## src/rtl/lcd_pixel_stream_unpacker.sv

```systemverilog
// lcd_pixel_stream_unpacker
// Read-clock-domain consumer of the LCD pixel FIFO's Avalon-ST source. It
// accepts 64-bit beats at ready latency 1, splits each beat into two 24-bit
// RGB pixels, and enforces the frame length. The result is a ready/valid
// pixel stream with start/end-of-frame markers. Malformed packets are flagged
// and resynchronised, so the panel never receives a partial or overlong frame.
//
// Ports:
//   clk, reset_n        pixel clock, asynchronous active-low reset
//   sink_*              Avalon-ST sink (data/empty/sop/eop/valid in, ready out)
//   pixel_data/valid    pixel stream out; pixel_ready in (ready latency 0)
//   pixel_sof/eof       first/last pixel of frame markers
//   err_short/long/nosop one-cycle error pulses
//   frame_count         completed frames, wraps at 16 bits
module lcd_pixel_stream_unpacker #(
    parameter int unsigned FRAME_PIXELS = 384000,
    parameter int unsigned PIX_CNT_W    = 19
) (
    input  logic        clk,
    input  logic        reset_n,
    input  logic [63:0] sink_data,
    input  logic [2:0]  sink_empty,
    input  logic        sink_startofpacket,
    input  logic        sink_endofpacket,
    input  logic        sink_valid,
    output logic        sink_ready,
    output logic [23:0] pixel_data,
    output logic        pixel_valid,
    input  logic        pixel_ready,
    output logic        pixel_sof,
    output logic        pixel_eof,
    output logic        err_short,
    output logic        err_long,
    output logic        err_nosop,
    output logic [15:0] frame_count
);

    typedef enum logic [1:0] {IDLE, FRAME, DISCARD} state_t;

    localparam logic [PIX_CNT_W-1:0] LAST_CNT = PIX_CNT_W'(FRAME_PIXELS - 1);

    state_t state, state_nx;

    logic                 run;
    logic [23:0]          buf_p0 [2];
    logic [23:0]          buf_p1 [2];
    logic [1:0]           buf_sop, buf_eop, buf_lh;
    logic                 wr_ptr, rd_ptr;
    logic [1:0]           occ;
    logic                 arrive, pop;
    logic [2:0]           occ_after;

    logic                 head_valid, head_sop, head_eop, head_lh;
    logic                 half, half_nx;
    logic [PIX_CNT_W-1:0] pixel_cnt, cnt_nx;
    logic                 final_pix, at_last;
    logic                 short_nx, long_nx, nosop_nx, fc_inc;

    // The byte lanes above each pixel carry no information.
    logic unused_bits;
    assign unused_bits = ^{sink_data[63:56], sink_data[31:24]};

    // Ready latency 1: a beat may land the cycle after ready, so sink_ready
    // only asserts while the post-cycle occupancy leaves one free slot.
    assign arrive     = sink_valid;
    assign occ_after  = {1'b0, occ} + {2'b0, arrive} - {2'b0, pop};
    assign sink_ready = run && (occ_after <= 3'd1);

    assign head_valid = (occ != 2'd0);
    assign head_sop   = buf_sop[rd_ptr];
    assign head_eop   = buf_eop[rd_ptr];
    assign head_lh    = buf_lh[rd_ptr];
    assign pixel_data = half ? buf_p1[rd_ptr] : buf_p0[rd_ptr];
    assign final_pix  = half || head_lh;
    assign at_last    = (pixel_cnt == LAST_CNT);

    always_ff @(posedge clk) begin
        if (arrive) begin
            buf_p0[wr_ptr] <= sink_data[55:32];
            buf_p1[wr_ptr] <= sink_data[23:0];
        end
    end

    always_ff @(posedge clk or negedge reset_n) begin
        if (!reset_n) begin
            run     <= 1'b0;
            buf_sop <= '0;
            buf_eop <= '0;
            buf_lh  <= '0;
            wr_ptr  <= 1'b0;
            rd_ptr  <= 1'b0;
            occ     <= '0;
        end else begin
            run <= 1'b1;
            if (arrive) begin
                buf_sop[wr_ptr] <= sink_startofpacket;
                buf_eop[wr_ptr] <= sink_endofpacket;
                // Any non-zero empty on an EOP beat means only pixel0 is valid.
                buf_lh[wr_ptr]  <= sink_endofpacket && (sink_empty != 3'd0);
                wr_ptr          <= ~wr_ptr;
            end
            if (pop) rd_ptr <= ~rd_ptr;
            occ <= occ_after[1:0];
        end
    end

    // State register
    always_ff @(posedge clk or negedge reset_n) begin
        if (!reset_n) begin
            state       <= IDLE;
            half        <= 1'b0;
            pixel_cnt   <= '0;
            err_short   <= 1'b0;
            err_long    <= 1'b0;
            err_nosop   <= 1'b0;
            frame_count <= '0;
        end else begin
            state     <= state_nx;
            half      <= half_nx;
            pixel_cnt <= cnt_nx;
            err_short <= short_nx;
            err_long  <= long_nx;
            err_nosop <= nosop_nx;
            if (fc_inc) frame_count <= frame_count + 16'd1;
        end
    end

    // Next-state logic
    always_comb begin
        state_nx = state;
        pop      = 1'b0;
        half_nx  = half;
        cnt_nx   = pixel_cnt;
        short_nx = 1'b0;
        long_nx  = 1'b0;
        nosop_nx = 1'b0;
        fc_inc   = 1'b0;
        unique case (state)
            IDLE: begin
                if (head_valid) begin
                    if (head_sop) begin
                        state_nx = FRAME;
                        cnt_nx   = '0;
                        half_nx  = 1'b0;
                    end else begin
                        pop      = 1'b1;
                        nosop_nx = 1'b1;
                    end
                end
            end
            FRAME: begin
                if (head_valid) begin
                    // A fresh SOP beat (half==0) after pixels were accepted
                    // truncates the old frame; the beat is kept as the new head.
                    if (head_sop && !half && (pixel_cnt != '0)) begin
                        short_nx = 1'b1;
                        cnt_nx   = '0;
                    end else if (pixel_ready) begin
                        cnt_nx = pixel_cnt + PIX_CNT_W'(1);
                        if (at_last) begin
                            pop      = 1'b1;
                            half_nx  = 1'b0;
                            fc_inc   = 1'b1;
                            long_nx  = !(head_eop && final_pix);
                            state_nx = head_eop ? IDLE : DISCARD;
                        end else if (final_pix) begin
                            pop     = 1'b1;
                            half_nx = 1'b0;
                            if (head_eop) begin
                                short_nx = 1'b1;
                                state_nx = IDLE;
                            end
                        end else begin
                            half_nx = 1'b1;
                        end
                    end
                end
            end
            DISCARD: begin
                if (head_valid) begin
                    if (head_sop) begin
                        state_nx = FRAME;
                        cnt_nx   = '0;
                        half_nx  = 1'b0;
                    end else begin
                        pop = 1'b1;
                        if (head_eop) state_nx = IDLE;
                    end
                end
            end
            default: state_nx = IDLE;
        endcase
    end

    // Output logic
    always_comb begin
        pixel_valid = 1'b0;
        pixel_sof   = 1'b0;
        pixel_eof   = 1'b0;
        if (state == FRAME && head_valid && !(head_sop && !half && (pixel_cnt != '0))) begin
            pixel_valid = 1'b1;
            pixel_sof   = (pixel_cnt == '0);
            pixel_eof   = at_last || (final_pix && head_eop);
        end
    end

endmodule

```

## config.mk

```make
export PLATFORM = sky130hd
export DESIGN_NAME = lcd_pixel_stream_unpacker
export DESIGN_NICKNAME = d
export VERILOG_FILES = /design/src/rtl/lcd_pixel_stream_unpacker.sv
export SDC_FILE = /design/constraint.sdc
export NUM_CORES = 1
export LEC_CHECK = 0
export CAP_MARGIN = 20
export CORE_MARGIN = 2
export CORE_UTILIZATION = 52
export CTS_CLUSTER_DIAMETER = 30
export DETAILED_ROUTE_END_ITERATION = 8
export PLACE_DENSITY = 0.8
export SYNTH_ARGS = -nofsm -noshare
export SYNTH_HDL_FRONTEND = slang
export SYNTH_SLANG_ARGS = --single-unit
```

## constraint.sdc

```tcl
create_clock -name clk -period 3.9 [get_ports clk]
set_clock_uncertainty 0.2 [all_clocks]
set_input_delay 0.78 -clock clk [delete_from_list [all_inputs] [get_ports clk]]
set_output_delay 0.78 -clock clk [all_outputs]
set_load 0.05 [all_outputs]
```

==> results.toml, run 1 <==
[synth]
netlist_area_um2 = 6220
synth-seq-cells = 148
yosysSeqAreaShare_pct = 67.3
synth_nets = 477
synth_cell_type_count = 59
synthAdderAreaFrac_pct = 1.33
yosys.area_share.simple_pct = 10.7
synth_enable_flop_cells = 96
synth_xor_xnor_area_share_pct = 2.96
synth-compound-area-share_pct = 5.71
muxShareOfSynthArea_pct = 10.1
synth_top_family_by_area = "simple AND/OR/NAND/NOR gates"
async_reset_ff_share_pct = 35.1
avgSynthCellArea_um2 = 15.6
synth_warnings = 0
synthFlopType = "edfxtp_1"
synthCells = 398

[critical_path]
cp-end-kind = "output port"
critPathKind = "register to output port"
worstPathRequired_ns = 2.92
cp-start-kind = "register"
arrival_ns = 3.06
cp_max_fo = 4

[power]
pwr-share-comb_pct = 43.6
power.leakage_nw = 3.16
pwr-share-clk_pct = 23.1
switching_share_pct = 37.0
vdd_ir_drop_max_v = 0.000628
p_switching_mw = 2.35
intPower_mw = 4.00
seqPwrFrac_pct = 33.3
p_per_area_nw_per_um2 = 755

[floorplan]
die_h_um = 113
ioPinCount = 120
die_area_um2 = 12800
row_count = 39
die_w_um = 113
initial_core_util_pct = 53.8
core-area_um2 = 11600

[run]
max_cap_violations = 0

[clock_tree]
cts_sinks = 148
cts-buffers-inserted = 17
worstSkewPairLatency_ns = 0.41
cts_tree = "done"
htree_levels = 4
root_buffer = "clkbuf_16"
cts_hold_buf = 0
path_clk_slew_ns = 0.06
clockBufferDepth = 2

[grt]
overflow = 0
grt_first_pass_wirelength_um = 21500
grt_pass1_vias = 4124
antenna_found_initial = 0
grt_max_degree = 35
grt_usage_pct = 22.1

[placement]
dp_hpwl_um = 9040
gp_congestion = 0.896
post-place-ws_ns = -0.290
io_buffers = 103

[timing]
setup_viol = 1
hold_violations = 0
worst_slew_pin_slew_ns = 0.800
rsz0062_at_grt = "true"
fin_tns_setup_ns = -0.140
max_freq_ghz = 0.248
holdWs_ns = 0.255
timing.final.ws_setup_ns = -0.140
period_share_pct = 104
drv_slew = 0
fin_crit_ns = 4.04
slew_headroom_pct = 46.7

[cells_and_area]
mostFrequentLayoutCells = "clkdlybuf4s50_1, edfxtp_1, dfrtp_1, buf_4, mux4_2"
fillers = 721
diodes = 0
layout.nets = 633
mostFrequentLayoutCell = "clkdlybuf4s50_1"
drive_gt1_share_pct = 25.7
syn2layout_area_growth_pct = 35.2

[route]
via_per_inst = 5.72
drtAntennaViolNets = 0
drt-pass1-iter-count = 5
drt_wl_total_um = 13600
wl_per_cell_um = 19.2
drcViolationCount = 0
num_vias = 4060
drt_iter0_drc = 356

[status]
status = "finished, violations left"
violations = "negative setup slack"

[min_path]
hp-class = "primary input to asynchronous set/reset pin"
## worst paths after layout
path	startpoint	to	slack, ns	depth (start not counted)
setup / recovery	pixel_cnt[0]$_DFFE_PN0P_	sink_ready	-0.14	14
hold / removal	reset_n	pixel_cnt[15]$_DFFE_PN0P_	0.26	1
setup reg to reg	pixel_cnt[0]$_DFFE_PN0P_	pixel_cnt[4]$_DFFE_PN0P_	1.17	10
hold reg to reg	frame_count[15]$_DFFE_PN0P_	frame_count[15]$_DFFE_PN0P_	0.28	1
max in group asynchronous	reset_n	rd_ptr$_DFFE_PN0P_	2.47	2
min in group clk	frame_count[15]$_DFFE_PN0P_	frame_count[15]$_DFFE_PN0P_	0.28	1
## state kept, by name, summed over array words and instances (netlist names), 2 cells and up
| register | flops |
|---|---|
| buf_p1 | 48 |
| occ | 2 |
| buf_sop | 2 |
| buf_p0 | 48 |
| pixel_cnt | 19 |
| frame_count | 16 |
| buf_lh | 2 |
| buf_eop | 2 |
| state | 2 |
## routing by layer
layer  share of wire (%)  routed length, µm  GRT usage [%]
met5                   0                  0              0
met1                  43               5920           29.5
met2                  49               6650           35.2
met3                 6.0                816           6.11
met4                 1.9                254           7.64
## critical path: stages (launching register included)
cell      delay (ns)
dfrtp_1         0.41
inv_2           0.06
ha_1            0.21
nand4_1         0.13
o21ai_2         0.10
nor2b_4         0.14
a21boi_2        0.16
inv_2           0.06
ha_4            0.27
inv_4           0.03
ha_4            0.14
fa_2            0.35
xnor2_2         0.16
nor3b_4         0.25
buf_12          0.17
## power by group through the flow
stage / registers [mW] / logic, mW / clock network, mW
6_report: 2.11 / 2.77 / 1.46
5_1_grt: 2.14 / 2.92 / 1.55
4_1_cts: 2.11 / 2.75 / 1.49
3_5_place_dp: 2.14 / 2.56 / 0
3_3_place_gp: 2.12 / 2.50 / 0
2_1_floorplan: 2.13 / 1.72 / 0
## per-stage QoR
step | util (%) | total power [mW] | instance area (µm²) | cells
after floorplan | - | 3.85 | 6230 | 398
after global placement | 65.7 | 4.62 | 7600 | 658
after detailed placement | 65.7 | 4.69 | 7600 | 658
after CTS | 72.4 | 6.35 | 8370 | 707
after global routing | 72.7 | 6.61 | 8410 | 710
final | 72.7 | 6.34 | 8410 | 710
## cells by family after synthesis
kind of cell / Yosys count
buffers and inverters: 24
other: 1
and+or+nand+nor: 112
DFF: 148
AOI/OAI and AO/OA: 54
adders and majority gates: 6
xor gates and xnor gates: 21
muxes: 32
## layout make-up
class                   instances  area (µm²)  share of cell area (%)
clock inverters                11        87.6                    1.04
inverters                      13        51.3                   0.610
multi-input cells             226        2060                    24.5
repair buffers                148        1390                    16.6
flip-flops and latches        148        4190                    49.9
well taps                     143         179                    2.13
clock buffers                  21         440                    5.24
## repair_timing
action / in CTS / in global routing
buffers inserted: 17 / 3
resized for setup: 29 / 3
pin swaps: 15 / 7
endpoints found under the setup margin: 1 / 1
## cell usage after synthesis (2+ instances only)
| cell type | count | area share (%) |
|---|---|---|
| nor3b_1 | 2 | 0.24 |
| a21oi_1 | 14 | 1.1 |
| clkbuf_1 | 2 | 0.12 |
| o22a_1 | 3 | 0.42 |
| nand2b_1 | 2 | 0.20 |
| nand3_1 | 14 | 1.1 |
| o31ai_1 | 8 | 0.97 |
| mux4_2 | 24 | 8.7 |
| and2_0 | 2 | 0.20 |
| nor3_1 | 3 | 0.24 |
| a31oi_1 | 5 | 0.50 |
| nand2_1 | 21 | 1.3 |
| mux2_2 | 5 | 0.91 |
| a21boi_0 | 2 | 0.24 |
| dfrtp_1 | 52 | 21 |
| nor4_1 | 3 | 0.30 |
| buf_6 | 2 | 0.36 |
| edfxtp_1 | 96 | 46 |
| ha_1 | 5 | 1.0 |
| nor2_1 | 22 | 1.3 |
| nor2b_1 | 3 | 0.30 |
| o21ai_0 | 10 | 0.80 |
| nand3_2 | 3 | 0.48 |
| xnor2_1 | 17 | 2.4 |
| xor2_1 | 4 | 0.56 |
| and4_1 | 6 | 0.85 |
| and2_1 | 2 | 0.20 |
| a211oi_1 | 3 | 0.36 |
| nand4_1 | 6 | 0.60 |
| or4_1 | 6 | 0.72 |
| and3_1 | 5 | 0.50 |
| buf_2 | 5 | 0.40 |
| inv_1 | 13 | 0.78 |
| mux2i_1 | 3 | 0.48 |
No activity file was read; power rests on OpenSTA's default activity.
==> run 2, diff against run 1 <==
--- a/config.mk
+++ b/config.mk
@@ -7,10 +7,10 @@
 export LEC_CHECK = 0
 export CAP_MARGIN = 20
 export CORE_MARGIN = 2
-export CORE_UTILIZATION = 52
+export CORE_UTILIZATION = 47
 export CTS_CLUSTER_DIAMETER = 30
 export DETAILED_ROUTE_END_ITERATION = 8
-export PLACE_DENSITY = 0.8
+export PLACE_DENSITY = 0.76
 export SYNTH_ARGS = -nofsm -noshare
 export SYNTH_HDL_FRONTEND = slang
 export SYNTH_SLANG_ARGS = --single-unit
==> constraint.sdc (replaced) <==
create_clock -name clk -period 3.45 [get_ports clk]
set_clock_uncertainty 0.2 [all_clocks]
set_input_delay 0.69 -clock clk [delete_from_list [all_inputs] [get_ports clk]]
set_output_delay 0.69 -clock clk [all_outputs]
set_load 0.05 [all_outputs]
==> run 2 against run 1 <==
The run still ends with negative setup slack left. Clock-buffer cell count rose by 3. Clock power rose by 30%. Sequential power rose by 12%. Core utilization fell by 7.5 points. Critical path depth fell by 2. Largest power group unchanged.
==> results.toml, run 2 (synthesis results as in run 1) <==
[critical_path]
crit_top_cell = "inv_1"
worstPathRequired_ns = 2.56
cp-end-kind = "output port"
path_buf_inv = 3
path_delay_family = "simple AND/OR/NAND/NOR gates"
critPathKind = "register to output port"
cp_max_fo = 2
cp-start-kind = "register"
slowest_stage = "fa_2"
arrival_ns = 3.06
reg2reg_slack_ns = 0.81
cp_slowest_stage_delay_ns = 0.46
cp_cell_sequence = "nor4_4 > nand4_1 > o21ai_2 > nor2b_4 > a21boi_2 > inv_1 > ha_1 > inv_1 > ha_2 > fa_2 > nor3b_4 > buf_12"

[clock_tree]
cts_tree = "done"
path_clk_slew_ns = 0.06
cts-buffers-inserted = 17
cts_hold_buf = 0
clockBufferDepth = 2
htree_levels = 4
worstSkewPairLatency_ns = 0.42
root_buffer = "clkbuf_16"
cts_sinks = 148

[power]
seqPwrFrac_pct = 32.4
switching_share_pct = 35.6
vdd_ir_drop_max_v = 0.000570
p_switching_mw = 2.60
intPower_mw = 4.70
power.leakage_nw = 3.32
p_per_area_nw_per_um2 = 857
pwr-share-clk_pct = 26.0
pwr-share-comb_pct = 41.7

[route]
via_per_inst = 5.35
num_vias = 4040
drt_wl_total_um = 13200
drcViolationCount = 0
drt_iter0_drc = 328
wl_per_cell_um = 17.5
drtAntennaViolNets = 0
drt-pass1-iter-count = 5

[floorplan]
core-area_um2 = 13100
die_area_um2 = 14200
row_count = 42
initial_core_util_pct = 47.5
die_h_um = 119
die_w_um = 119
ioPinCount = 120

[timing]
timing.final.ws_setup_ns = -0.496
hold_violations = 0
setup_viol = 1
slew_headroom_pct = 51.9
drv_slew = 0
max_freq_ghz = 0.253
period_share_pct = 114
rsz0062_at_grt = "true"
worst_slew_pin_slew_ns = 0.719
fin_crit_ns = 3.95

[cells_and_area]
drive_gt1_share_pct = 29.7
layout.nets = 645
mostFrequentLayoutCell = "edfxtp_1"
utilization_pct = 65.2
multi_input_area_um2 = 2000
fillers = 908
finalNonFillerCells = 755
mostFrequentLayoutCells = "edfxtp_1, buf_4, clkdlybuf4s50_1, dfrtp_1, mux4_2"
syn2layout_area_growth_pct = 37.2
register_area_um2 = 4190
diodes = 0
reg.largest.list = "buf_p0: 48 flops, buf_p1: 48 flops, pixel_cnt: 19 flops"

[status]
status = "finished, violations left"
violations = "negative setup slack"

[placement]
placedCellCount = 719
dp_hpwl_um = 9230
gp_congestion = 0.881
io_buffers = 103

[run]
max_cap_violations = 0

[grt]
overflow = 0
antenna_found_initial = 0
grt_first_pass_wirelength_um = 21400
grt_max_degree = 32
grt_usage_pct = 19.8
grt_pass1_vias = 4213

[min_path]
hp-class = "primary input to asynchronous set/reset pin"
run 2: path summary, 6_finish.rpt:
path | from | to | depth (start not counted)
worst min register to register | frame_count[10]$_DFFE_PN0P_ | frame_count[10]$_DFFE_PN0P_ | 1
worst max-delay path | pixel_cnt[11]$_DFFE_PN0P_ | sink_ready | 12
min in group clk | frame_count[10]$_DFFE_PN0P_ | frame_count[10]$_DFFE_PN0P_ | 1
worst max register to register | pixel_cnt[0]$_DFFE_PN0P_ | pixel_cnt[13]$_DFFE_PN0P_ | 10
max in group asynchronous | reset_n | buf_eop[1]$_DFFE_PN0P_ | 2
worst min-delay path | reset_n | pixel_cnt[6]$_DFFE_PN0P_ | 1
run 2: area by class of cell:
type / instances / share of cell area (%)
Clock buffer: 24 / 5.88
Clock inverter: 8 / 1.42
Inverter: 13 / 0.572
Multi-Input combinational cell: 226 / 23.5
Sequential cell: 148 / 49.1
Tap cell: 176 / 2.58
Timing Repair Buffer: 160 / 17.0
run 2: power groups by stage:
stage | clock network (mW) | registers, mW | logic, mW
floorplan | 0 | 2.40 | 1.95
global placement | 0 | 2.38 | 2.93
detailed placement | 0 | 2.40 | 2.97
CTS | 1.94 | 2.37 | 3.04
global route | 2.01 | 2.40 | 3.23
finish | 1.90 | 2.37 | 3.04
run 2: timing repair:
item,CTS,global route
endpoints found under the setup margin,1,2
buffers inserted,3,1
gates resized for setup,7,8
hold endpoints to repair,0,0
pin swaps,6,6
run 2: routing by layer:
layer | part of all wire (%) | routed length [µm] | up-vias | GRT usage [%]
met1 | 42 | 5610 | 1998 | 25.3
met3 | 6.0 | 788 | 20 | 5.84
li1 | - | - | 1891 | -
met2 | 50 | 6610 | 131 | 32.1
met5 | 0 | 0 | - | 0
met4 | 1.6 | 209 | 0 | 7.89
run 2: per-stage QoR:
stage	hold slack [ns]	setup slack (ns)	cell area (µm²)	setup TNS, ns	power, mW
2_1_floorplan	0.194	-0.270	6240	-0.270	4.35
3_3_place_gp	0.263	-0.424	7820	-0.424	5.31
3_5_place_dp	0.278	-0.416	7820	-0.416	5.37
4_1_cts	0.000279	-0.534	8490	-0.534	7.35
5_1_grt	0.0141	-0.658	8530	-0.699	7.63
6_report	0.00223	-0.496	8530	-0.496	7.31
==> run 3, diff against run 2 <==
--- a/config.mk
+++ b/config.mk
@@ -5,9 +5,10 @@
 export SDC_FILE = /design/constraint.sdc
 export NUM_CORES = 1
 export LEC_CHECK = 0
+export ABC_AREA = 1
 export CAP_MARGIN = 20
 export CORE_MARGIN = 2
-export CORE_UTILIZATION = 47
+export CORE_UTILIZATION = 48
 export CTS_CLUSTER_DIAMETER = 30
 export DETAILED_ROUTE_END_ITERATION = 8
 export PLACE_DENSITY = 0.76
==> run 3 against run 2 <==
The flow still finishes with violations (negative setup slack). First-iteration DRC count rose by 37%. Sequential share of layout area down 4.2 points. Setup slack better by 0.078 ns. Maximum frequency increased by 2.0%. Die area grew 9.3%. Sequential cell count unchanged. Power fell by 3.0%. Worst hold slack gained 0.0032 ns. Clock power fell by 5%. Largest cell class unchanged. Highest routed layer unchanged.
==> results.toml, run 3 <==
[route]
drcViolationCount = 0
drtAntennaViolNets = 0
wl_per_cell_um = 15.3
drt_wl_total_um = 16600
drt-pass1-iter-count = 5
drt_iter0_drc = 450
num_vias = 5847
via_per_inst = 5.42

[critical_path]
reg2reg_slack_ns = 1.00
critPathKind = "register to output port"
worstPathRequired_ns = 2.56
reg2reg_depth = 11
cp-endpoint = "sink_ready"
arrival_ns = 2.98
cp-start-kind = "register"
cp_max_fo = 3
cp-end-kind = "output port"
r2r_start = "pixel_cnt[1]$_DFFE_PN0P_"
regToRegEndpoint = "occ[1]$_DFF_PN0_"
worstSetupStartpoint = "pixel_cnt[1]$_DFFE_PN0P_"

[timing]
drv_slew = 0
slew_headroom_pct = 61.7
worst_slew_pin_slew_ns = 0.573
hold_violations = 0
rsz0062_at_grt = "true"
setup_viol = 1
timing.final.ws_setup_ns = -0.418
fin_crit_ns = 3.87
max_freq_ghz = 0.259
period_share_pct = 112

[floorplan]
die_h_um = 124
die_area_um2 = 15500
die_w_um = 124
initial_core_util_pct = 48.4
core-area_um2 = 14400
ioPinCount = 120
row_count = 44

[placement]
dp_hpwl_um = 10700
placedCellCount = 1024
gp_congestion = 0.874
io_buffers = 103

[clock_tree]
worstSkewPairLatency_ns = 0.43
htree_levels = 4
root_buffer = "clkbuf_16"
cts_sinks = 148
clockBufferDepth = 2
path_clk_slew_ns = 0.07
cts-buffers-inserted = 17
cts_tree = "done"

[synth]
synth_largest_area_cell = "edfxtp_1"
synth_top_area_share_pct = 41.4
netlist_area_um2 = 6960
synth_enable_flop_cells = 96
yosysSeqAreaShare_pct = 60.1
synth-seq-cells = 148
avgSynthCellArea_um2 = 9.69
netlist_top_cells_count = "nand2_1, nor2_1, edfxtp_1"
async_reset_ff_share_pct = 35.1
yosys-top-cells-area = "edfxtp_1, dfrtp_1, nand2_1"
yosysMostFrequentCell = "nand2_1"
synth_warnings = 0
synthFlopType = "edfxtp_1"
synth_nets = 797
synthCells = 718
synth_cell_type_count = 40

[power]
vdd_ir_drop_max_v = 0.000564
p_per_area_nw_per_um2 = 759
power.leakage_nw = 3.81
power_mw = 7.09

[cells_and_area]
layout.nets = 961
finalNonFillerCells = 1079
drive_gt1_share_pct = 21.3
mostFrequentLayoutCells = "nand2_1, nor2_1, edfxtp_1, buf_4, clkdlybuf4s50_1"
syn2layout_area_growth_pct = 34.2
mostFrequentLayoutCell = "nand2_1"
reg.largest.list = "buf_p0: 48 flops, buf_p1: 48 flops, pixel_cnt: 19 flops"
fillers = 1089
diodes = 0

[status]
violations = "negative setup slack"
status = "finished, violations left"

[grt]
overflow = 0
grt_usage_pct = 22.0
grt_first_pass_wirelength_um = 27200
antenna_found_initial = 0
grt_pass1_vias = 5632
grt_max_degree = 50

[min_path]
hp-class = "primary input to asynchronous set/reset pin"

[run]
max_cap_violations = 0
[run 3: changes by cell type in the layout (fill, tap and decap cells not counted), sizes merged, moves of 8 or more]
cell   delta
nand2   +137
nor2     +90
o21ai    +57
inv      +51
nand3    +27
nand4    +26
mux4     -24
o22ai    +23
buf      +14
xnor2    -14
a21oi     -8
o31ai     -8
[run 3: cell type report]
cell class / instances / area, µm² / area share [%]
Sequential cell: 148 / 4190 / 44.8
Multi-Input combinational cell: 485 / 2550 / 27.3
Timing Repair Buffer: 173 / 1570 / 16.8
Clock buffer: 17 / 425 / 4.55
Tap cell: 184 / 230 / 2.46
Inverter: 57 / 221 / 2.37
Clock inverter: 15 / 161 / 1.73
[run 3: worst min path at each step]
stage,start,to
floorplan,reset_n,buf_eop[0]$_DFFE_PN0P_
global placement,buf_eop[0]$_DFFE_PN0P_,buf_eop[0]$_DFFE_PN0P_
detailed placement,buf_eop[0]$_DFFE_PN0P_,buf_eop[0]$_DFFE_PN0P_
CTS,reset_n,pixel_cnt[15]$_DFFE_PN0P_
global route,reset_n,pixel_cnt[13]$_DFFE_PN0P_
finish,reset_n,pixel_cnt[15]$_DFFE_PN0P_
[run 3: power breakdown]
group / switching, mW / total, mW / internal [mW]
Combinational: 2.10 / 3.15 / 1.06
Clock: 0.828 / 1.80 / 0.968
Sequential: 0.0729 / 2.14 / 2.07
[run 3: per-layer routing]
metal | up-vias | GRT usage [%] | wire length [µm]
li1 | 2794 | - | -
met4 | 0 | 9.65 | 347
met5 | - | 0 | 0
met1 | 2815 | 27.0 | 7040
met3 | 33 | 6.36 | 1060
met2 | 205 | 36.3 | 8100
[run 3: timing repair]
action                                  CTS  global route
setup buffers                            21            12
endpoints found under the setup margin    1             2
cloned                                    0             0
hold buffers                              0             0
pin swaps                                13            15
resized for setup                        28            19
[run 3: critical path, cell delays in order (launching register included)]
cell and delay [ns]:
dfrtp_1 0.39, ha_2 0.22, nand3_4 0.09, nor2_4 0.14, nand3_4 0.09, a21oi_2 0.19, nand2_2 0.08, nand2_2 0.09
ha_4 0.20, inv_2 0.06, ha_4 0.12, fa_2 0.45, a211oi_4 0.26, buf_12 0.18
[run 3: metrics by stage]
step / hold WS, ns / setup TNS [ns] / util, % / worst slack, ns / area, µm²
after floorplan: 0.194 / -0.193 / - / -0.193 / 6980
after global placement: 0.257 / -0.353 / 58.7 / -0.353 / 8430
after detailed placement: 0.256 / -0.381 / 58.7 / -0.381 / 8430
after CTS: 0.0148 / -0.699 / 64.6 / -0.465 / 9290
after global routing: 0.0332 / -0.543 / 65.0 / -0.543 / 9340
final: 0.00538 / -0.418 / 65.0 / -0.418 / 9340
[run 3: cells by family (layout without fill, tap and decap cells)]
logic type | Yosys count | after routing | synth area share [%]
AOI/OAI and AO/OA | 105 | 105 | 8.38
xor gates and xnor gates | 11 | 11 | 1.38
adders and majority gates | 6 | 6 | 1.19
buffers and inverters | 85 | 262 | 5.36
DFF | 148 | 148 | 60.1
other | 1 | 1 | 0.0539
and+or+nand+nor | 362 | 362 | 23.5
